File: src/rtl/poc_ctrl.sv
// poc_ctrl: processor-side status/data registers plus the printer strobe engine.
// Optional STROBE abort with sticky SR6 error is enabled by defining POC_TIMEOUT_EN.
module poc_ctrl #(
    parameter int unsigned SETUP_CYCLES   = 4,
    parameter int unsigned TIMEOUT_CYCLES = 50000
) (
    input  logic       clk,
    input  logic       rst_n,
    input  logic       rw,
    input  logic [2:0] addr,
    input  logic       reg_in,
    input  logic [7:0] data_in,
    output logic       reg_out,
    output logic       irq,
    output logic [7:0] pd,
    output logic       tr,
    input  logic       rdy
);
    // state        | meaning
    // ST_IDLE      | no transfer in flight, SR7=1, waiting for a start write
    // ST_WAIT_RDY  | pd latched, waiting for the printer to report ready
    // ST_SETUP     | pd settling before the strobe, cnt counts down
    // ST_STROBE    | tr high, waiting for the printer to accept (rdy=0)
    // ST_WAIT_DONE | tr low, waiting for the printer to finish (rdy=1)
    typedef enum logic [2:0] {
        ST_IDLE      = 3'd0,
        ST_WAIT_RDY  = 3'd1,
        ST_SETUP     = 3'd2,
        ST_STROBE    = 3'd3,
        ST_WAIT_DONE = 3'd4
    } state_t;

    localparam logic [19:0] SETUP_LOAD   = 20'(SETUP_CYCLES - 1);
    localparam logic [19:0] TIMEOUT_LOAD = 20'(TIMEOUT_CYCLES - 1);

    state_t      state_q, state_d;
    logic [19:0] cnt_q, cnt_d;
    logic        sr0_q, sr0_d;
    logic        sr6_q, sr6_d;
    logic        sr7_q, sr7_d;
    logic [7:0]  br_q, br_d;
    logic [7:0]  pd_q, pd_d;
    logic        tr_q, tr_d;
    logic        irq_q, irq_d;
    logic        reg_out_q, reg_out_d;
    logic        start;
    logic        timeout;

    // SR7=1 only while idle, so the start test needs no state qualifier.
    assign start = rw && (addr == 3'd7) && !reg_in && sr7_q;

`ifdef POC_TIMEOUT_EN
    assign timeout = (state_q == ST_STROBE) && rdy && (cnt_q == '0);
`else
    assign timeout = 1'b0;
`endif

    always_ff @(posedge clk or negedge rst_n) begin
        if (!rst_n) begin
            state_q   <= ST_IDLE;
            cnt_q     <= '0;
            sr0_q     <= 1'b0;
            sr6_q     <= 1'b0;
            sr7_q     <= 1'b1;
            br_q      <= '0;
            pd_q      <= '0;
            tr_q      <= 1'b0;
            irq_q     <= 1'b1;
            reg_out_q <= 1'b0;
        end else begin
            state_q   <= state_d;
            cnt_q     <= cnt_d;
            sr0_q     <= sr0_d;
            sr6_q     <= sr6_d;
            sr7_q     <= sr7_d;
            br_q      <= br_d;
            pd_q      <= pd_d;
            tr_q      <= tr_d;
            irq_q     <= irq_d;
            reg_out_q <= reg_out_d;
        end
    end

    always_comb begin
        state_d = state_q;
        case (state_q)
            ST_IDLE:      if (start) state_d = ST_WAIT_RDY;
            ST_WAIT_RDY:  if (rdy) state_d = ST_SETUP;
            ST_SETUP:     if (cnt_q == '0) state_d = ST_STROBE;
            ST_STROBE: begin
                if (!rdy)         state_d = ST_WAIT_DONE;
                else if (timeout) state_d = ST_IDLE;
            end
            ST_WAIT_DONE: if (rdy) state_d = ST_IDLE;
            default:      state_d = ST_IDLE;
        endcase
    end

    always_comb begin
        cnt_d = cnt_q;
        sr0_d = sr0_q;
        sr6_d = sr6_q;
        sr7_d = sr7_q;
        br_d  = br_q;
        pd_d  = pd_q;
        tr_d  = tr_q;

        if (rw && (addr == 3'd0)) sr0_d = reg_in;
        if (rw && (addr == 3'd1)) br_d  = data_in;
`ifdef POC_TIMEOUT_EN
        if (rw && (addr == 3'd6) && !reg_in) sr6_d = 1'b0;
        if (timeout) sr6_d = 1'b1;
`else
        sr6_d = 1'b0;
`endif
        if (start) begin
            sr7_d = 1'b0;
            pd_d  = br_q;
        end

        case (state_q)
            ST_WAIT_RDY: if (rdy) cnt_d = SETUP_LOAD;
            ST_SETUP: begin
                if (cnt_q != '0) begin
                    cnt_d = cnt_q - 20'd1;
                end else begin
                    tr_d  = 1'b1;
                    cnt_d = TIMEOUT_LOAD;
                end
            end
            ST_STROBE: begin
                if (!rdy) begin
                    tr_d = 1'b0;
                end else if (timeout) begin
                    tr_d  = 1'b0;
                    sr7_d = 1'b1;
                end else if (cnt_q != '0) begin
`ifdef POC_TIMEOUT_EN
                    cnt_d = cnt_q - 20'd1;
`endif
                end
            end
            ST_WAIT_DONE: if (rdy) sr7_d = 1'b1;
            default: ;
        endcase

        case (addr)
            3'd0:    reg_out_d = sr0_q;
            3'd6:    reg_out_d = sr6_q;
            3'd7:    reg_out_d = sr7_q;
            default: reg_out_d = 1'b0;
        endcase
        irq_d = ~(sr0_q & sr7_q);
    end

    assign reg_out = reg_out_q;
    assign irq     = irq_q;
    assign pd      = pd_q;
    assign tr      = tr_q;
endmodule

File: config.mk
export PLATFORM = sky130hd
export DESIGN_NAME = poc_ctrl
export DESIGN_NICKNAME = d
export VERILOG_FILES = /design/src/rtl/poc_ctrl.sv
export SDC_FILE = /design/constraint.sdc
export NUM_CORES = 1
export LEC_CHECK = 0
export CAP_MARGIN = 15
export CORE_MARGIN = 3
export CORE_UTILIZATION = 30
export DETAILED_ROUTE_END_ITERATION = 7
export PLACE_DENSITY = 0.48
export SLEW_MARGIN = 20
export SYNTH_ARGS = -nofsm -noshare
export SYNTH_HDL_FRONTEND = slang
export SYNTH_SLANG_ARGS = --single-unit
File: constraint.sdc
create_clock -name clk -period 2.06 [get_ports clk]
set_input_delay 0.618 -clock clk [delete_from_list [all_inputs] [get_ports clk]]
set_output_delay 0.618 -clock clk [all_outputs]
set_load 0.01 [all_outputs]
==> results of run 1 <==
worst register-to-register path: stages (launching register included):
cell and delay (ns):
dfrtp_1 0.44, or4_4 0.58, nor3b_4 0.35, a21o_4 0.24, o21ai_0 0.11, o2bb2ai_1 0.14
sequential cells by signal (all words and copies together), names as in the netlist:
register	flops
cnt_q	20
irq	1
tr	1
br_q	8
state_q	3
sr7_q	1
pd	8
reg_out	1
sr0_q	1
cell usage after synthesis, types with 2 or more instances:
cell and count:
mux2i_1 3, o311ai_0 2, nand3b_1 3, dfrtp_1 42
a21o_1 3, mux2_2 17, clkbuf_1 2, o211a_1 2
nand2_1 15, a21oi_1 12, or3_1 3, o21ai_0 8
inv_1 5, o21a_1 2, and4_1 2, dfstp_2 2
o21ai_2 2, nor3b_1 3, o211ai_1 4, nor2_1 13
nor3_1 7, ha_1 2, nand3_1 11, nor4_1 5
power by group through the flow:
stage               logic (µW)  clock network [µW]  registers, µW
finish                    1810                 698           1370
global route              2010                 763           1400
CTS                       1770                 725           1370
detailed placement        1760                   0           1380
global placement          1760                   0           1390
floorplan                 1020                   0           1390
final timing paths:
check	depth (start not counted)	slack (ns)	to	from
worst max-delay path	5	0.09	cnt_q[7]$_DFFE_PN0P_	cnt_q[5]$_DFFE_PN0P_
worst min-delay path	2	0.28	cnt_q[17]$_DFFE_PN0P_	rst_n
worst max register to register	5	0.09	cnt_q[7]$_DFFE_PN0P_	cnt_q[5]$_DFFE_PN0P_
worst min register to register	1	0.43	irq$_DFF_PN1_	sr0_q$_DFFE_PN0P_
max in group asynchronous	2	1.50	sr7_q$_DFF_PN1_	rst_n
min in group clk	1	0.43	irq$_DFF_PN1_	sr0_q$_DFFE_PN0P_
metrics by stage:
step	hold slack, ns	total power [µW]	cell area, µm²
6_report	0.2800	3875	2848
5_1_grt	0.2979	4179	2848
4_1_cts	0.2919	3864	2820
3_5_place_dp	0.4146	3144	2699
3_3_place_gp	0.4273	3143	2699
2_1_floorplan	0.3224	2412	2140
cells by family after synthesis:
group	count (synthesis)	share of synthesized area (%)
buffers and inverters	9	1.988
flip-flops	44	51.58
adder cells (fa/ha/maj)	2	1.169
multiplexers	20	10.35
AND/OR/NAND/NOR	74	19.18
AO/OA/AOI/OAI	47	15.73
metal layers:
layer	GRT usage, %	part of all wire (%)
met5	0	0
met4	3.827	1.3
met3	2.500	3.1
met2	20.29	47
met1	18.02	49
layout make-up:
cell class              instances  area share [%]
multi-input cells             143           35.32
repair buffers                 54           16.78
clock buffers                   6           2.900
well taps                      96           4.218
clock inverters                 2           1.362
inverters                       5          0.6591
flip-flops and latches         44           38.75
cell usage in the layout (no fill, tap or decap), drive strengths merged, types with 3 or more instances in the layout:
cell / netlist / layout
dfrtp: 42 / 42
buf: 2 / 29
clkdlybuf4s50: 0 / 25
mux2: 17 / 17
nand2: 15 / 15
nor2: 13 / 13
a21oi: 13 / 13
nand3: 11 / 11
o21ai: 10 / 10
nor3: 8 / 8
clkbuf: 2 / 6
inv: 5 / 5
nor4: 5 / 5
a21o: 5 / 5
o211ai: 4 / 4
or3: 4 / 4
nor3b: 4 / 4
nand3b: 3 / 3
mux2i: 3 / 3
what timing repair did:
action	CTS	global route
endpoints found under the setup margin	0	8
buffers inserted	0	2
gates resized for setup	0	2
==> impl_metrics.tcl, run 1 <==
set metrics [dict create \
    wl_um 4911 \
    crit_slowest_cell "or4_4" \
    clk_pin_slew_ns 0.08 \
    syn_avg_cell_area_um2 10.92 \
    clockRootBuffer "clkbuf_8" \
    p_comb_share_pct 46.7 \
    min_period_ns 1.971 \
    yosysTopAreaCellShare_pct 49.12 \
    grt_max_degree 45 \
    required_ns 2.23 \
    drive_above_1_share_pct 26.77 \
    io_buffers 26 \
    core_mm2 0.006869 \
    cts-hold-fix-buffers 0 \
    synthTopCellsByArea "dfrtp_1 49%, mux2_2 8.9%, a21oi_1 2.8%" \
    vias 1726 \
    netlist_area_mm2 0.002140 \
    ys_seq_area_share_pct 51.58 \
    async_flop_share_pct 100.0 \
    dieArea_mm2 0.008181 \
    power.density_mw_per_mm2 1361 \
    critPathBufInv 0 \
    ys.flop_type "dfrtp_1" \
    area_growth_pct 33.10 \
    worstSetupPathType "flop to flop" \
    routabilityCongestion 0.8076 \
    ys.warnings.count 0 \
    row_count 30 \
    synth_edf_count 0 \
    swShare_pct 37.70 \
    grt_overflow 0 \
    cts.htree.levels 2 \
    synthCells 196 \
    first_pass_iters 4 \
    hpwl_um 3491 \
    crit_chain "or4_4 -> nor3b_4 -> a21o_4 -> o21ai_0 -> o2bb2ai_1" \
    initial_core_util_pct 31.15 \
    clkLatencyLatePin_ns 0.30 \
    worstPathMaxFanout 9 \
    arrival_ns 2.15 \
    fillers 673 \
    layout_setup_ws_ns 0.08871 \
    max_cap_viol_count 0 \
    antennaDiodeCount 0 \
    io_pins 27 \
    ant_nets 0 \
    synth_cell_types 50 \
    setup_viol 0 \
    synth_area_leader_cell "dfrtp_1" \
    layout.cells.non_filler 350 \
    seqPwrFrac_pct 35.3 \
    syn-num-nets 214 \
    timing.fmax_ghz 0.5073 \
    crit_path_end_kind "flop" \
    startpoint_type "flop" \
    cpPeakStageDelay_ns 0.58 \
    grt_pass1_vias 1746 \
    drc 0 \
    fin_skew_ns 0.007924 \
    fin_nets 271 \
    critPathTopFamily "simple AND/OR/NAND/NOR gates" \
    hold_viol 0 \
    seqCellArea_mm2 0.001104 \
    slew_viol_final 0 \
    hold_path_class "input port to asynchronous set/reset pin" \
    cts_tree "built" \
    dp.cells 340 \
    cts_num_sinks 44 \
    power_frac_clock_pct 18.0 \
    grt_usage_pct 12.90 \
    finalSetupTns_ns 0 \
    wire_per_inst_um 14.03 \
    rsz0062_at_grt "no" \
    grt_pass1_wl_um 8625 \
    viasPerCell 4.931 \
    clockBufferDepth 2 \
    worstMarginPinSlew_ns 0.4249 \
    numCtsBuffers 5 \
    internal-power_uw 2414 \
    relSlewSlack_pct 71.61 \
    die_y_um 90.45 \
    antenna_found_initial 0 \
    ys_ff_latch 44 \
    p_leak_uw 0.001256 \
    multiInputGateArea_mm2 0.001006 \
    status "completed" \
    final_util_pct 41.46 \
    drt_first_iter_violations 85 \
    ir_worst_vdd_mv 0.3945 \
    die_w_um 90.45 \
    fin_crit_sh_pct 95.69 \
    p_switching_uw 1461 \
    dp_slack_ns -0.006027 \
]
Power figures use the tool's default switching activity.
==> run 2, diff against run 1 <==
--- a/config.mk
+++ b/config.mk
@@ -6,10 +6,9 @@
 export NUM_CORES = 1
 export LEC_CHECK = 0
 export CAP_MARGIN = 15
-export CORE_MARGIN = 3
 export CORE_UTILIZATION = 30
 export DETAILED_ROUTE_END_ITERATION = 7
-export PLACE_DENSITY = 0.48
+export PLACE_DENSITY = 0.5
 export SLEW_MARGIN = 20
 export SYNTH_ARGS = -nofsm -noshare
 export SYNTH_HDL_FRONTEND = slang
==> constraint.sdc (replaced) <==
create_clock -name clk -period 1.6 [get_ports clk]
set_input_delay 0.48 -clock clk [delete_from_list [all_inputs] [get_ports clk]]
set_output_delay 0.48 -clock clk [all_outputs]
set_load 0.01 [all_outputs]
==> run 2 against run 1 <==
Net effect: sequential power is 23% higher; flip-flop and latch count stayed put; worst setup slack worse by 0.36 ns; global-route usage is 3.1 points higher; highest routed layer unchanged; the run now ends with setup timing left; cell count is 12% higher.
==> impl_metrics.tcl, run 2 (same netlist as run 1, synthesis figures left out) <==
set metrics [dict create \
    violations "setup timing" \
    ir_worst_vdd_mv 0.5287 \
    cts.htree.levels 2 \
    routabilityCongestion 0.7728 \
    setup_viol 22 \
    core_mm2 0.006832 \
    initial_core_util_pct 31.32 \
    worstSetupPathType "flop to flop" \
    wl_met2_um 2522 \
    hold_path_class "input port to asynchronous set/reset pin" \
    grt_max_degree 30 \
    startpoint_type "flop" \
    cts_tree "built" \
    cts_num_sinks 44 \
    drive_above_1_share_pct 48.48 \
    die_w_um 86.45 \
    first_pass_iters 4 \
    clockBufferDepth 2 \
    fin_nets 314 \
    r2r_slack_ns -0.28 \
    finalSetupTns_ns -4.733 \
    worstPathMaxFanout 6 \
    status "finished, violations left" \
    viasPerCell 4.674 \
    clkLatencyLatePin_ns 0.30 \
    most-common-layout-cells "63 x buf_4, 42 x dfrtp_1, 17 x mux2_2, 14 x nand2_1, 13 x nor2_1" \
    min_period_ns 1.876 \
    fin_crit_sh_pct 117.2 \
    clockRootBuffer "clkbuf_8" \
    ant_nets 0 \
    p_leak_uw 0.001600 \
    largest-register "cnt_q" \
    mostFrequentLayoutCell "buf_4" \
    cts-hold-fix-buffers 0 \
    rsz0062_at_grt "yes" \
    io_pins 27 \
    slew_viol_final 0 \
    crit_chain "or4_4 -> nor3b_4 -> buf_4 -> a21oi_4 -> buf_6 -> nand2_2 -> o21ai_2" \
    route.met3.wl_um 102 \
    grt_overflow 0 \
    cpPeakStageDelay_ns 0.57 \
    max_cap_viol_count 0 \
    crit_path_end_kind "flop" \
    largest_register_ffs 20 \
    power.density_mw_per_mm2 1878 \
    fin_skew_ns 0.006787 \
    drt_first_iter_violations 92 \
    dieArea_mm2 0.007474 \
    numCtsBuffers 5 \
    arrival_ns 2.06 \
    drc 0 \
    required_ns 1.79 \
    grt_usage_pct 15.98 \
    layout_setup_ws_ns -0.2756 \
    io_buffers 26 \
    crit_slowest_cell "or4_4" \
    grt_pass1_wl_um 9259 \
    critPathBufInv 2 \
    vias 1837 \
    clk_pin_slew_ns 0.09 \
    die_y_um 86.45 \
    wl_um 5440 \
    worstMarginPinSlew_ns 0.3829 \
    antenna_found_initial 0 \
    timing.fmax_ghz 0.5332 \
    antennaDiodeCount 0 \
    relSlewSlack_pct 74.48 \
    critPathTopFamily "simple AND/OR/NAND/NOR gates" \
    hold_viol 0 \
    area_growth_pct 58.95 \
    drt-met1-wl_um 2766 \
    final_util_pct 49.78 \
    wire_per_inst_um 13.84 \
    highest_layer "met4" \
    row_count 30 \
    grt_pass1_vias 1912 \
    hpwl_um 3736 \
]
==> run 2: cell types whose count changed in the layout (fill, tap and decap cells not counted), moves of 4 or more <==
| cell | previous run | this run |
|---|---|---|
| buf_4 | 27 | 63 |
| clkdlybuf4s50_1 | 25 | 12 |
| dlygate4sd2_1 | 0 | 10 |
| buf_6 | 0 | 6 |
| o21ai_0 | 8 | 2 |
| a21oi_1 | 12 | 7 |
| a21oi_2 | 0 | 5 |
| nand3_1 | 11 | 7 |
| nor3_1 | 7 | 3 |
| nor4_1 | 5 | 1 |
| o21ai_2 | 2 | 6 |
==> run 2: path summary, 6_finish.rpt <==
path | startpoint | cells after the start | endpoint
max | cnt_q[3]$_DFFE_PN0P_ | 7 | cnt_q[4]$_DFFE_PN0P_
min | rst_n | 2 | cnt_q[8]$_DFFE_PN0P_
max reg2reg | cnt_q[3]$_DFFE_PN0P_ | 7 | cnt_q[4]$_DFFE_PN0P_
min reg2reg | sr0_q$_DFFE_PN0P_ | 1 | irq$_DFF_PN1_
max in group asynchronous | rst_n | 2 | sr7_q$_DFF_PN1_
min in group clk | sr0_q$_DFFE_PN0P_ | 1 | irq$_DFF_PN1_
==> run 2: metrics by stage <==
step	worst slack [ns]	hold WS, ns	std cells	cell area, µm²	total power (µW)
2_1_floorplan	-0.1667	0.1844	196	2158	3151
3_3_place_gp	-0.2961	0.4168	375	2962	4604
3_5_place_dp	-0.3036	0.4150	375	2962	4608
4_1_cts	-0.2678	0.1374	388	3168	5797
5_1_grt	-0.3512	0.1545	393	3401	6840
6_report	-0.2756	0.1281	393	3401	6388
==> run 2: routing by layer <==
layer	track usage [%]	vias up
met5	0	-
met4	5.152	0
met3	2.857	4
met2	24.96	18
met1	22.45	879
li1	-	936
==> run 2: where the power goes <==
part           switching [µW]  internal (µW)
logic                    1870           1960
registers                 202           1480
clock network             414            471
==> run 2: what timing repair did <==
item | 4_1_cts | 5_1_grt
pin swaps | 6 | 15
hold endpoints to repair | 0 | 0
setup buffers | 3 | 5
resized for setup | 27 | 42
setup endpoints to repair | 33 | 36
cloned | 2 | 0
==> run 2: final cells by class <==
type	instances	area, µm²
sequential	44	1104
inverter	5	18.77
timing repair buffer	95	788.3
clock inverter	3	47.55
tap	96	120.1
clock buffer	5	68.82
multi-input combinational	145	1254
fill	638	3431
==> run 2: worst register-to-register path, delay by kind of cell (launching register included) <==
family	cells	cell delay, ns
and+or+nand+nor	3	0.91
DFF	1	0.39
buffers and inverters	2	0.32
AOI/OAI and AO/OA	2	0.15
